$ cat src/rtl/lstm_gate_mac.sv
// Purpose : LSTM gate pre-activation MAC: bias + sum(x*w) over VEC_LEN element pairs, Q9.7 in/out.
// Latency : result valid 1 cycle after the last element is accepted; VEC_LEN+1 cycles per vector minimum.
// Backpressure: in_ready drops while a result is pending; the result is held until out_ready.
//
// Ports:
//   clock, reset          rising-edge clock, synchronous active-high reset
//   in_valid/in_ready     element-pair handshake (in_x, in_w; in_bias taken with first element only)
//   in_x, in_w, in_bias   signed Q9.7 operands
//   out_valid/out_ready   result handshake
//   out_data, out_sat     signed Q9.7 pre-activation and saturation flag, qualified by out_valid
//
// VEC_LEN legal range is 1..256; the 40-bit accumulator cannot wrap in that range
// (256 * 2^30 worst-case products plus the shifted bias stay well inside 2^39).

module lstm_gate_mac #(
    parameter int VEC_LEN = 16
) (
    input  logic        clock,
    input  logic        reset,
    input  logic        in_valid,
    output logic        in_ready,
    input  logic [15:0] in_x,
    input  logic [15:0] in_w,
    input  logic [15:0] in_bias,
    output logic        out_valid,
    input  logic        out_ready,
    output logic [15:0] out_data,
    output logic        out_sat
);

    // Count must be able to hold VEC_LEN itself (e.g. 9 bits for 256).
    localparam int               CNT_W    = $clog2(VEC_LEN + 1);
    localparam logic [CNT_W-1:0] CNT_LAST = CNT_W'(VEC_LEN);

    typedef enum logic [1:0] {
        IDLE   = 2'd0,
        ACCUM  = 2'd1,
        OUTPUT = 2'd2
    } state_t;

    state_t             state;
    state_t             state_nxt;

    logic signed [39:0] acc;
    logic signed [39:0] acc_nxt;
    logic [CNT_W-1:0]   count;
    logic [CNT_W-1:0]   count_nxt;

    logic signed [31:0] product;
    logic signed [39:0] prod_ext;
    logic signed [39:0] bias_ext;
    logic signed [39:0] acc_shr;

    logic [15:0]        sat_data;
    logic               sat_flag;
    logic               load_out;

    // ------------------------------------------------------------------
    // Datapath operands
    // ------------------------------------------------------------------

    // Q9.7 * Q9.7 -> Q18.14, full precision; operands are widened first so
    // the multiply is evaluated at 32 bits.
    assign product  = 32'($signed(in_x)) * 32'($signed(in_w));
    assign prod_ext = {{8{product[31]}}, product};

    // Bias is Q9.7; shifting left by 7 aligns it to the accumulator's Q.14.
    assign bias_ext = {{17{in_bias[15]}}, in_bias, 7'd0};

    // ------------------------------------------------------------------
    // Output conversion: Q.14 -> Q9.7 by arithmetic right shift (floor),
    // then clamp into the signed 16-bit range. Computed from acc_nxt so the
    // value can be registered on the same edge as the last accept.
    // ------------------------------------------------------------------

    assign acc_shr = acc_nxt >>> 7;

    always_comb begin
        sat_data = acc_shr[15:0];
        sat_flag = 1'b0;
        if (acc_shr > 40'sd32767) begin
            sat_data = 16'h7FFF;
            sat_flag = 1'b1;
        end else if (acc_shr < -40'sd32768) begin
            sat_data = 16'h8000;
            sat_flag = 1'b1;
        end
    end

    // ------------------------------------------------------------------
    // FSM next-state, handshake outputs and accumulator update
    // ------------------------------------------------------------------

    always_comb begin
        state_nxt = state;
        acc_nxt   = acc;
        count_nxt = count;
        in_ready  = 1'b0;
        out_valid = 1'b0;
        load_out  = 1'b0;

        case (state)
            IDLE: begin
                in_ready = 1'b1;
                if (in_valid) begin
                    // First element of a vector: start from the bias.
                    acc_nxt   = bias_ext + prod_ext;
                    count_nxt = CNT_W'(1);
                    if (VEC_LEN == 1) begin
                        state_nxt = OUTPUT;
                        load_out  = 1'b1;
                    end else begin
                        state_nxt = ACCUM;
                    end
                end
            end

            ACCUM: begin
                in_ready = 1'b1;
                if (in_valid) begin
                    acc_nxt   = acc + prod_ext;
                    count_nxt = count + 1'b1;
                    if (count_nxt == CNT_LAST) begin
                        state_nxt = OUTPUT;
                        load_out  = 1'b1;
                    end
                end
            end

            OUTPUT: begin
                out_valid = 1'b1;
                if (out_ready) begin
                    state_nxt = IDLE;
                end
            end

            default: begin
                state_nxt = IDLE;
            end
        endcase
    end

    // ------------------------------------------------------------------
    // State registers. out_data/out_sat only change when a new result is
    // produced (or on reset), so they stay stable through any stall.
    // ------------------------------------------------------------------

    always_ff @(posedge clock) begin
        if (reset) begin
            state    <= IDLE;
            acc      <= '0;
            count    <= '0;
            out_data <= '0;
            out_sat  <= 1'b0;
        end else begin
            state <= state_nxt;
            acc   <= acc_nxt;
            count <= count_nxt;
            if (load_out) begin
                out_data <= sat_data;
                out_sat  <= sat_flag;
            end
        end
    end

endmodule

$ cat config.mk
export PLATFORM = sky130hd
export DESIGN_NAME = lstm_gate_mac
export DESIGN_NICKNAME = d
export VERILOG_FILES = /design/src/rtl/lstm_gate_mac.sv
export SDC_FILE = /design/constraint.sdc
export NUM_CORES = 1
export LEC_CHECK = 0
export ABC_AREA = 1
export ABC_CLOCK_PERIOD_IN_PS = 15500
export BUFFER_PORTS_ARGS = -buffer_cell sky130_fd_sc_hd__clkbuf_2
export CAP_MARGIN = 20
export CORE_MARGIN = 1.5
export CORE_UTILIZATION = 60
export DETAILED_ROUTE_END_ITERATION = 8
export PLACE_DENSITY = 0.78
export SLEW_MARGIN = 20
export SYNTH_ARGS = -nofsm -noshare
export SYNTH_HDL_FRONTEND = slang
export SYNTH_SLANG_ARGS = --single-unit
$ cat constraint.sdc
create_clock -name clock -period 15.5 [get_ports clock]
set_input_delay 1.55 -clock clock [delete_from_list [all_inputs] [get_ports clock]]
set_output_delay 1.55 -clock clock [all_outputs]
set_load 0.005 [all_outputs]
# Yosys cells after proc, flatten, opt, wreduce, memory -nomap -nowiden
# Cells that the tools add are included.
dict set report totals {
  out_inout_bits 19
  input_bits 52
  register_bits 64
  word_cells 44
}
dict set report classes {
  n_mux 20
  mul 1
  n_lt_le_gt_ge 2
  n_reduce_logical 5
  n_eq_ne 7
  addsub 3
}
# operator count
set ops {}
lappend ops {{40-bit 2-to-1 mux} 2}
lappend ops {{40-bit one-hot mux with 2 select lines} 1}
lappend ops {{40-bit by 32-bit adder with 40-bit output} 1}
lappend ops {{23-bit by 32-bit adder with 33-bit output} 1}
lappend ops {{33-bit by 16-bit greater-than comparator with 1-bit output, second input constant} 1}
lappend ops {{33-bit by 16-bit < comparator with 1-bit output, second input constant} 1}
lappend ops {{16-bit by 16-bit multiplier with 32-bit output} 1}
lappend ops {{16-bit 2-to-1 mux} 2}
lappend ops {{5-bit 2-to-1 mux} 2}
lappend ops {{5-bit one-hot mux with 2 select lines} 1}
lappend ops {{2-bit 2-to-1 mux} 4}
lappend ops {{2-bit != test, second input constant} 4}
lappend ops {{1-bit 2-to-1 mux} 7}
lappend ops {{2-bit one-hot mux with 3 select lines} 1}
lappend ops {{5-bit by 1-bit adder with 5-bit output, second input constant} 1}
lappend ops {{5-bit equality test, second input constant} 1}
lappend ops {{4-bit AND reduction} 1}
lappend ops {{3-bit AND reduction} 1}
lappend ops {{2-bit by 1-bit equality test with 1-bit output, second input constant} 1}
lappend ops {{2-bit equality test, second input constant} 1}
lappend ops {{2-bit logical NOT} 1}
lappend ops {{2-bit nonzero test} 1}
lappend ops {{2-bit OR reduction} 1}

# Depth between registers and ports, before layout
# Gate-level depths: netlist of the first run.
dict set report logic_depth {
  depth_word 7
  depth_mapped 53
  mapped_depth_nobuf 50
}

# Worst setup path after synthesis of the first run
# No wires, ideal clock.
dict set report synth_path {
  path_type {input to register}
  startpoint {in in_x[5]}
  endpoint {reg out_data[0]}
  path_slack_ns 6.016
  setup_time_ns 0.140
  path_buffers 3
  path_stages 51
  t_required_ns 15.360
  t_arrival_ns 9.344
  path_cell_list {clkbuf_1 -> clkbuf_1 -> nand2_1 -> fa_1 -> inv_1 -> fa_1 -> inv_1 -> fa_1 -> inv_1 -> fa_1 -> fa_1 -> inv_1 -> fa_1 -> inv_1 -> ha_1 -> nand2_1 -> inv_1 -> nand2_1 -> [... 15 more ...] -> nand2_1 -> nand3_1 -> nand2_1 -> nand2_2 -> nand2_4 -> nand2_2 -> nand2_1 -> nand2_1 -> nand2_1 -> nor2_1 -> nand2_1 -> nor3_1 -> o2111ai_1 -> nand3_2 -> buf_6 -> nand2_1 -> nand2_1 -> a21oi_2}
}
dict set report synth_via {
  elab_chain_cells 7
  word_cells_on_any_way 10
  classes_between {add/sub (2); mul (1); order compare (2); mux (5)}
}
# item line_no
set synth_lines {}
lappend synth_lines {{start: declaration} 22} ;# input logic [15:0] in_x,
lappend synth_lines {{16-bit by 16-bit multiplier with 32-bit output (*)} 64} ;# assign product = 32'($signed(in_x)) * 32'($signed(in_w));
lappend synth_lines {{40-bit by 32-bit adder with 40-bit output or 23-bit by 32-bit adder with 33-bit output (tied branches)} {121, 107}}
lappend synth_lines {{40-bit 2-to-1 mux (on tied branches)} {120, 105}}
lappend synth_lines {{40-bit one-hot mux with 2 select lines (*)} 102} ;# case (state)
lappend synth_lines {{33-bit by 16-bit < comparator with 1-bit output} 84} ;# end else if (acc_shr < -40'sd32768) begin
lappend synth_lines {{16-bit 2-to-1 mux} 84}
lappend synth_lines {{16-bit 2-to-1 mux (*)} 81} ;# if (acc_shr > 40'sd32767) begin
lappend synth_lines {{end signal: assignment} 160} ;# out_data <= sat_data;
lappend synth_lines {{end: declaration} 27} ;# output logic [15:0] out_data,
# Every way passes the cells marked *; elsewhere a longest branch is shown, timed or not. The select of a mux whose other input is x is not followed.
# A chain may end at the register's enable or synchronous reset.

# Worst setup path after layout of the first run
dict set report layout_path {
  startpoint {in in_x[1]}
  endpoint {reg out_data[10]}
}
# The elaborated chain is that of the path after synthesis.

==> results of run 1 <==
[kinds of logic after synthesis]
kind of cell | count (synthesis) | share of synthesized area (%)
compound gates | 235 | 7.18
xor+xnor | 35 | 1.64
fa+ha+maj | 414 | 38.4
buf+inv | 819 | 16.6
flops | 64 | 6.87
simple gates | 1330 | 29.3
[critical path: cells and delay by family]
family                   cells  cell delay (ns)
buffers and inverters        7             0.63
AO/OA/AOI/OAI               10             2.01
adder cells (fa/ha/maj)      8             3.52
XOR/XNOR                     1             0.52
AND/OR/NAND/NOR             16             2.70
[metal layers]
metal	wire length (um)	global-route usage, %	up-vias
li1	-	-	8569
met1	25000	51.9	8510
met2	25000	58.2	809
met3	5030	6.34	129
met4	1680	11.1	0
met5	0	0	-
[final cells by class]
type	instances	area, um2
clock inverter	7	100
sequential	64	1280
tap	396	495
inverter	733	2750
clock buffer	9	225
timing repair buffer	76	395
multi-input combinational	2014	14300
fill	2924	11100
[placed cells by master (no fill, tap or decap), drive strengths merged, types with 55 or more instances in the layout]
master,netlist,layout
clkbuf,74,79
inv,730,733
nand2,896,896
a21oi,135,135
o21ai,55,55
nand3,138,138
nor2,226,226
fa,264,264
ha,150,150
dfxtp,64,64
[path summary, 6_finish.rpt]
path                                 start  slack, ns                         to  cells after the start
setup reg to reg       acc[0]$_SDFFE_PP0P_      11.07  out_data[10]$_SDFFE_PP0P_                     23
hold reg to reg   out_data[6]$_SDFFE_PP0P_       0.47   out_data[6]$_SDFFE_PP0P_                      2
setup / recovery                   in_x[1]       4.78  out_data[10]$_SDFFE_PP0P_                     42
hold / removal    out_data[6]$_SDFFE_PP0P_       0.47   out_data[6]$_SDFFE_PP0P_                      2
[sequential cells by signal (all words and copies together) (netlist names)]
register / count
state: 2
acc: 40
out_data: 16
out_sat: 1
count: 5
[through the flow]
step                      util [%]  instances  hold slack [ns]  instance area, um2
final                         63.8       3299            0.468               19500
after global routing          63.8       3299            0.484               19500
after CTS                     63.8       3299            0.468               19500
after detailed placement      62.7       3283            0.458               19200
after global placement        62.7       3283            0.455               19200
after floorplan                  -       2897            0.454               18700
==> reports/metrics.csv, run 1 <==
metric,value,unit
hold crit path type,register to register,
DR vias,18017,
num rows,64,
Netlist Area Pre-Place,18700,um2
Fin. Hold Viols,0,
die area,32200,um2
IO Pins,71,
top-count cell post-synth,nand2_1,
share of cells above drive strength 1,5.41,%
post-placement setup slack,4.65,ns
synth warn,0,
critical path endpoint category,register,
Area Overhead vs Synth,4.66,%
final setup margin,4.78,ns
Antenna Cells,0,
count of input and output buffers,70,
"FFs w/ async S/R, synth",0,%
Pre-antenna DRT Iters,7,
CTS tree,built,
RSZ-0062 raised after global routing,false,
Yosys top cell area share,28.3,%
Crit path largest cell delay,0.56,ns
Worst Skew,0.00721,ns
die width,179,um
biggest area consumer among synthesized cells,fa_1,
largest net degree at the start of global routing,55,
CTS H-tree lvls,3,
Initial Util,61.0,%
DRC Markers,0,
clock sink count,64,
Die Y,179,um
CP arrival,10.94,ns
Vias/cell,5.46,
DRT Wirelength,56800,um
most frequent CP cell,nand2_1,
final global-route overflow total,0,
overall routing resource usage,36.9,%
average size of a mapped cell,6.44,um2
Core ar.,30600,um2
post-synthesis register bit count,64,
initial DRC count,1600,
post-route ant nets,0,
relative slew slack,27.0,%
number of synthesized flops with an enable pin,0,
Worst Max-Slew Pin Slew,1.09,ns
vias in the first global route,17487,
Cells after Synth,2897,
root buf cell,clkbuf_16,
CP max stage cell,fa_1,
largest cells by area after synthesis,"fa_1 (28%), nand2_1 (18%), inv_1 (15%)",
number of buffers created by CTS,9,
Resize count post-CTS,0,
crit start category,input pin,
worst skew pair latency,0.36,ns
period utilisation layout,69.2,%
"Net Count, Synth",3363,
"critical path fanouts, max",16,
DPL Wire Length,47400,um
initial antenna violation count,0,
Required @ worst endpoint,15.72,ns
Final Critical Period,10.72,ns
routed len/inst,17.2,um
setup TNS,0,ns
worst setup path category,input pin to register,
first-pass GRT wire length,90500,um
top_reg_cell synth,dfxtp_1,
clock buffer depth,2,
synth unique cells,50,
Placer Congestion,1.03,
Post-CTS Repair Setup Buffers,0,
outcome,"complete, no violations",
maximum clock frequency,93.3,MHz
Max-Cap Viols,0,
Post-synth top cells,"nand2_1 (882), inv_1 (724), fa_1 (264)",
setup violators final,0,
Worst-path clk slew,0.06,ns
fin nets,3364,
register area share after synthesis,6.87,%
cts hold-fix bufs,0,
fin. max-slew vios,0,
Power of run 1 is left out: the tool's default activity adds up to more than one toggle a clock period on the data nets, which glitch-free logic cannot reach.
==> inputs of run 2 (changes only) <==
- ABC_AREA: 1 -> 0
- ABC_CLOCK_PERIOD_IN_PS: 15500 -> 8600
- CORE_UTILIZATION: 60 -> 59
- PLACE_DENSITY: 0.78 -> 0.8
- clock period: 15.5 -> 8.6 ns (I/O delays scaled with it)
==> run 2 against run 1 <==
Compared with the run above:
- the flow now finishes with violations (negative setup slack)
- area after synthesis shrank 12%
- non-clock buffer count grew 430
- synthesized cell count decreased by 31%
- routed wire length fell by 9.1%
- sequential share of layout area is 0.63 points lower
- critical path depth is 3 lower
==> reports/metrics.csv, run 2 <==
metric,value,unit,change
Cells after Synth,1999,,-31%
clock sink count,64,,unchanged
setup violators final,22,,+22
DR vias,16548,,-8.2%
post-route ant nets,0,,unchanged
DPL Wire Length,38700,um,-18%
CP max stage cell,fa_1,,
Pre-antenna DRT Iters,8,,+1
Fin. Hold Viols,0,,unchanged
Largest Register,acc,,
initial DRC count,1626,,+1.6%
r2r setup slk,3.71,ns,-7.36 ns
relative slew slack,42.9,%,+16 points
final setup margin,-1.37,ns,-6.14 ns
Worst-path clk slew,0.06,ns,about the same
first-pass GRT wire length,79100,um,-13%
synth warn,0,,unchanged
die width,170,um,-5.2%
routed len/inst,18.3,um,+6.2%
critical path endpoint category,register,,
failing checks,negative setup slack,,
hold crit path type,register to register,,
Yosys top cell area share,32.1,%,+3.8 points
share of cells above drive strength 1,27.9,%,+23 points
number of synthesized flops with an enable pin,0,,unchanged
period utilisation layout,116,%,
setup TNS,-22.78,ns,-22.78 ns
num rows,60,,-6.3%
r2r startpoint,acc[0]$_SDFFE_PP0P_,,
FF-to-FF End,out_data[0]$_SDFFE_PP0P_,,
most frequent CP cell,fa_1,,
number of buffers created by CTS,9,,unchanged
average size of a mapped cell,8.23,um2,+28%
WHS Endpoint,out_data[15]$_SDFFE_PP0P_,,
largest cells by area after synthesis,"fa_1 (32%), ha_1 (11%), inv_1 (8.3%)",,
Worst Max-Slew Pin Slew,0.856,ns,-0.237 ns
Netlist Area Pre-Place,16500,um2,-12%
DRC Markers,0,,unchanged
overall routing resource usage,34.4,%,-2.5 points
CTS tree,built,,
RSZ-0062 raised after global routing,true,,
Vias/cell,5.86,,+7.3%
top_reg_cell synth,dfxtp_1,,
die area,28900,um2,-10%
top flop regs,"acc (40), out_data (16), count (5)",,
R2R depth,17,,-26%
Die Y,170,um,-5.2%
top-count cell post-synth,inv_1,,
final global-route overflow total,0,,unchanged
Post-synth top cells,"inv_1 (365), fa_1 (264), nand2_1 (190)",,
most frequent cells in the layout,"buf_4 (416), inv_1 (343), fa_1 (255)",,
"most common cell after layout, fill and taps aside",buf_4,,
worst setup path category,input pin to register,,
maximum clock frequency,100,MHz,
"Net Count, Synth",2465,,-27%
initial antenna violation count,0,,unchanged
vias in the first global route,16957,,-3.0%
crit start category,input pin,,
synth unique cells,79,,+58%
Core ar.,27200,um2,-11%
CP arrival,10.15,ns,-0.79 ns
worst skew pair latency,0.34,ns,-0.02 ns
CTS H-tree lvls,3,,unchanged
worst hold stages,2,,unchanged
root buf cell,clkbuf_16,,
Antenna Cells,0,,unchanged
DRT Wirelength,51600,um,-9.1%
"critical path fanouts, max",8,,-8
"FFs w/ async S/R, synth",0,%,unchanged
Max-Cap Viols,0,,unchanged
fin nets,2914,,-13%
count of input and output buffers,70,,unchanged
Final Critical Period,9.97,ns,
# fillers,1664,,-43%
biggest area consumer among synthesized cells,fa_1,,
Required @ worst endpoint,8.78,ns,-6.94 ns
Initial Util,60.6,%,-0.40 points
clock buffer depth,2,,unchanged
outcome,"complete, but fails checks",,
fin. max-slew vios,0,,unchanged
IO Pins,71,,unchanged
register area share after synthesis,7.78,%,+0.91 points
Worst Skew,0.0117,ns,+0.00451 ns
hold_sp,out_data[15]$_SDFFE_PP0P_,,
post-synthesis register bit count,64,,unchanged
Crit path largest cell delay,0.60,ns,+0.04 ns
cts hold-fix bufs,0,,unchanged
largest net degree at the start of global routing,79,,+44%
number of flip-flops under the largest register name,40,,unchanged
Area Overhead vs Synth,31.1,%,
Placer Congestion,0.976,,-5.0%
run 2: cell types whose count changed after synthesis, moves of 15 or more:
cell / change
nor3_1: +21
nor2b_1: +18
nand2b_1: +19
nor2_1: -80
nand3_1: -104
or3_1: +23
and2_1: +128
nand2_1: -692
a211oi_1: +27
xnor2_1: +37
inv_1: -359
clkbuf_1: -15
a21o_1: +37
run 2: cells by family after synthesis:
logic type / synth area share, %
flip-flops: 7.78
multiplexers: 0.608
AO/OA/AOI/OAI: 15.2
AND/OR/NAND/NOR: 19.0
adder cells (fa/ha/maj): 43.5
XOR/XNOR: 3.94
buffers and inverters: 9.96
run 2: per-layer routing:
metal	share of wire, %	vias up	GRT usage, %
met1	37	8001	40.6
li1	-	7408	-
met3	7.0	306	4.09
met4	5.8	2	18.1
met2	51	831	61.5
met5	0.091	-	0
run 2: worst max-delay path by stage:
stage          slack, ns     from  cells after the start                  endpoint
2_1_floorplan      -1.01  in_w[4]                     37  out_data[0]$_SDFFE_PP0P_
6_report           -1.37  in_w[4]                     39  out_data[0]$_SDFFE_PP0P_
3_3_place_gp       -1.65  in_w[4]                     39  out_data[1]$_SDFFE_PP0P_
4_1_cts            -1.15  in_x[6]                     41  out_data[1]$_SDFFE_PP0P_
3_5_place_dp       -1.90  in_w[6]                     38  out_data[1]$_SDFFE_PP0P_
5_1_grt            -1.60  in_w[4]                     39  out_data[0]$_SDFFE_PP0P_
run 2: what timing repair did:
| item | CTS | global route |
|---|---|---|
| endpoints found under the hold margin | 0 | 0 |
| gates resized for setup | 83 | 113 |
| setup buffers | 15 | 12 |
| setup endpoints to repair | 26 | 32 |
| cloned | 1 | 0 |
| pin swaps | 49 | 84 |
run 2: layout make-up:
cell class | count | area (um2) | share of cell area (%)
multi-input cells | 1502 | 14300 | 66.3
repair buffers | 506 | 3890 | 18.0
inverters | 365 | 1370 | 6.36
flip-flops and latches | 64 | 1280 | 5.94
well taps | 372 | 465 | 2.16
clock buffers | 11 | 233 | 1.08
clock inverters | 4 | 22.5 | 0.104
run 2: through the flow:
step                instance area, um2  hold WS, ns  setup slack (ns)  util [%]  instances
finish                           21600        0.470             -1.37      79.4       2824
global route                     21600        0.508             -1.60      79.4       2824
CTS                              21100        0.473             -1.15      77.7       2815
detailed placement               20400        0.463             -1.90      74.9       2784
global placement                 20400        0.457             -1.65      74.9       2784
floorplan                        16700        0.439             -1.01         -       1999
run 2: worst max-delay path, delay by kind of cell:
family / cells / cell delay [ns]
AO/OA/AOI/OAI: 9 / 1.57
adder cells (fa/ha/maj): 8 / 3.66
buffers and inverters: 10 / 1.10
AND/OR/NAND/NOR: 12 / 2.93
Power of run 2 is left out for the same reason.
==> inputs of run 3 (changes only) <==
- ABC_AREA: 0 -> 1
- CELL_PAD_IN_SITES_DETAIL_PLACEMENT: not set -> 1
- CELL_PAD_IN_SITES_GLOBAL_PLACEMENT: not set -> 1
- CORE_UTILIZATION: 59 -> 42
- CTS_CLUSTER_DIAMETER: not set -> 200
- PLACE_DENSITY: 0.8 -> not set
- PLACE_DENSITY_LB_ADDON: not set -> 0.1
==> run 3 against run 2 <==
Compared with the run above:
- critical path depth rose by 10
- design area rose by 20%
- sequential share of layout area fell by 1.0 points
- die area rose by 58%
- sequential cell count did not move
- largest cell class unchanged
- final cell count rose by 41%
- via count rose by 25%
- setup slack improved by 0.99 ns
- fmax rose by 11%
- highest routed layer is now met4
- critical path type unchanged
- first-iteration DRC count fell by 33%
- count of clock-buffer cells in the layout fell by 1
- the flow still finishes with violations (negative setup slack)
==> reports/metrics.csv, run 3 (synthesized netlist as in run 1, its figures left out) <==
metric,value,unit,change
r2r setup slk,4.20,ns,+0.49 ns
Core ar.,44000,um2,+62%
CP max stage cell,fa_1,,
initial DRC count,1095,,-33%
Critical Path Source,in_w[5],,
period utilisation layout,104,%,-12 points
maximum clock frequency,111,MHz,+11%
top flop regs,"acc (40), out_data (16), count (5)",,
Final Critical Period,8.97,ns,-0.995 ns
Crit path largest cell delay,0.60,ns,about the same
"Cell Area, Placed",22800,um2,+12%
critical path depth,49,,+26%
"most common cell after layout, fill and taps aside",nand2_1,,
DP Cell Count,3909,,+40%
fin nets,3862,,+33%
worst setup path category,input pin to register,,
Critical path buffers and inverters,18,,+8
fin. max-slew vios,0,,unchanged
count of input and output buffers,70,,unchanged
CTS tree,built,,
vias in the first global route,22719,,+34%
sequential cell area,1280,um2,unchanged
num rows,77,,+28%
number of buffers created by CTS,9,,unchanged
FF-to-FF End,out_data[1]$_SDFFE_PP0P_,,
share of cells above drive strength 1,30.0,%,+2.0 points
Worst Max-Slew Pin Slew,0.978,ns,+0.122 ns
CP arrival,9.27,ns,-0.88 ns
Worst-path clk slew,0.06,ns,about the same
number of flip-flops under the largest register name,40,,unchanged
failing checks,negative setup slack,,
Worst Skew,0.00948,ns,-0.00223 ns
CTS H-tree lvls,3,,unchanged
Largest Register,acc,,
Die Y,214,um,+26%
outcome,"complete, but fails checks",,
initial antenna violation count,1,,+1
hold crit path type,register to register,,
RSZ-0062 raised after global routing,true,,
DRC Markers,0,,unchanged
Finished Cell Area,25900,um2,+20%
Area Overhead vs Synth,39.1,%,
"critical path fanouts, max",8,,unchanged
routed len/inst,20.7,um,+13%
first-pass GRT wire length,118000,um,+49%
root buf cell,clkbuf_16,,
IO Pins,71,,unchanged
most frequent cells in the layout,"nand2_1 (788), inv_1 (668), buf_4 (449)",,
clock sink count,64,,unchanged
Vias/cell,5.18,,-12%
DRT Wirelength,82500,um,+60%
# fillers,5742,,+250%
Finished Layout Cells,3994,,+41%
worst skew pair latency,0.37,ns,+0.03 ns
Required @ worst endpoint,8.90,ns,+0.12 ns
final setup margin,-0.373,ns,+0.995 ns
DPL Wire Length,59600,um,+54%
r2r startpoint,acc[0]$_SDFFE_PP0P_,,
largest net degree at the start of global routing,74,,-6.3%
Pre-antenna DRT Iters,5,,-3
overall routing resource usage,33.7,%,-0.69 points
cts hold-fix bufs,0,,unchanged
setup TNS,-5.62,ns,+17.16 ns
post-route core utilization,58.9,%,-20 points
Worst setup endpoint,out_data[0]$_SDFFE_PP0P_,,
final global-route overflow total,0,,unchanged
hold_sp,out_data[6]$_SDFFE_PP0P_,,
Initial Util,42.4,%,-18 points
die width,214,um,+26%
crit start category,input pin,,
Max-Cap Viols,0,,unchanged
Fin. Hold Viols,0,,unchanged
die area,45700,um2,+58%
Placer Congestion,0.951,,-2.6%
relative slew slack,34.8,%,-8.1 points
most frequent CP cell,inv_1,,
post-route ant nets,0,,unchanged
R2R depth,26,,+9
clock buffer depth,2,,unchanged
multi-input logic area,16100,um2,+13%
critical path endpoint category,register,,
setup violators final,16,,-27%
"CP delay by family, top",adder cells,,
DR vias,20698,,+25%
run 3: worst min-delay path by stage:
stage                                     endpoint  depth (start not counted)  slack, ns
after floorplan              count[0]$_SDFFE_PP0P_                          1       0.45
after global routing      out_data[8]$_SDFFE_PP0P_                          2       0.49
after detailed placement  out_data[6]$_SDFFE_PP0P_                          2       0.46
final                     out_data[6]$_SDFFE_PP0P_                          2       0.47
after CTS                 out_data[7]$_SDFFE_PP0P_                          2       0.47
after global placement    out_data[8]$_SDFFE_PP0P_                          2       0.45
run 3: through the flow:
step,setup slack (ns),hold slack (ns)
floorplan,0.000562,0.454
global placement,-0.938,0.453
detailed placement,-1.16,0.457
CTS,-0.0724,0.469
global route,-0.635,0.487
finish,-0.373,0.472
run 3: layer usage:
layer / GRT usage, % / up-vias / wire [um]
li1: - / 9560 / -
met1: 37.8 / 10311 / 31400
met2: 64.3 / 577 / 43300
met3: 2.56 / 250 / 2950
met4: 16.1 / 0 / 4870
met5: 0 / - / 0
run 3: worst register-to-register path, delay by kind of cell (launching register included):
kind	cells	cell delay, ns
AND/OR/NAND/NOR	16	2.03
adder cells (fa/ha/maj)	2	0.73
buffers and inverters	6	0.93
flip-flops	1	0.34
AO/OA/AOI/OAI	2	0.24
run 3: timing repair:
action,in CTS,in global routing
gates resized for setup,262,279
setup endpoints to repair,19,18
cloned,2,1
pin swaps,119,181
buffers inserted,44,26
run 3: layout make-up:
cell class | count | area share [%]
inverters | 733 | 10.6
diodes | 1 | 0.00965
flip-flops and latches | 64 | 4.94
well taps | 592 | 2.86
clock inverters | 6 | 0.169
multi-input cells | 2014 | 62.2
repair buffers | 574 | 18.3
clock buffers | 10 | 0.921
Power of run 3 is left out for the same reason.
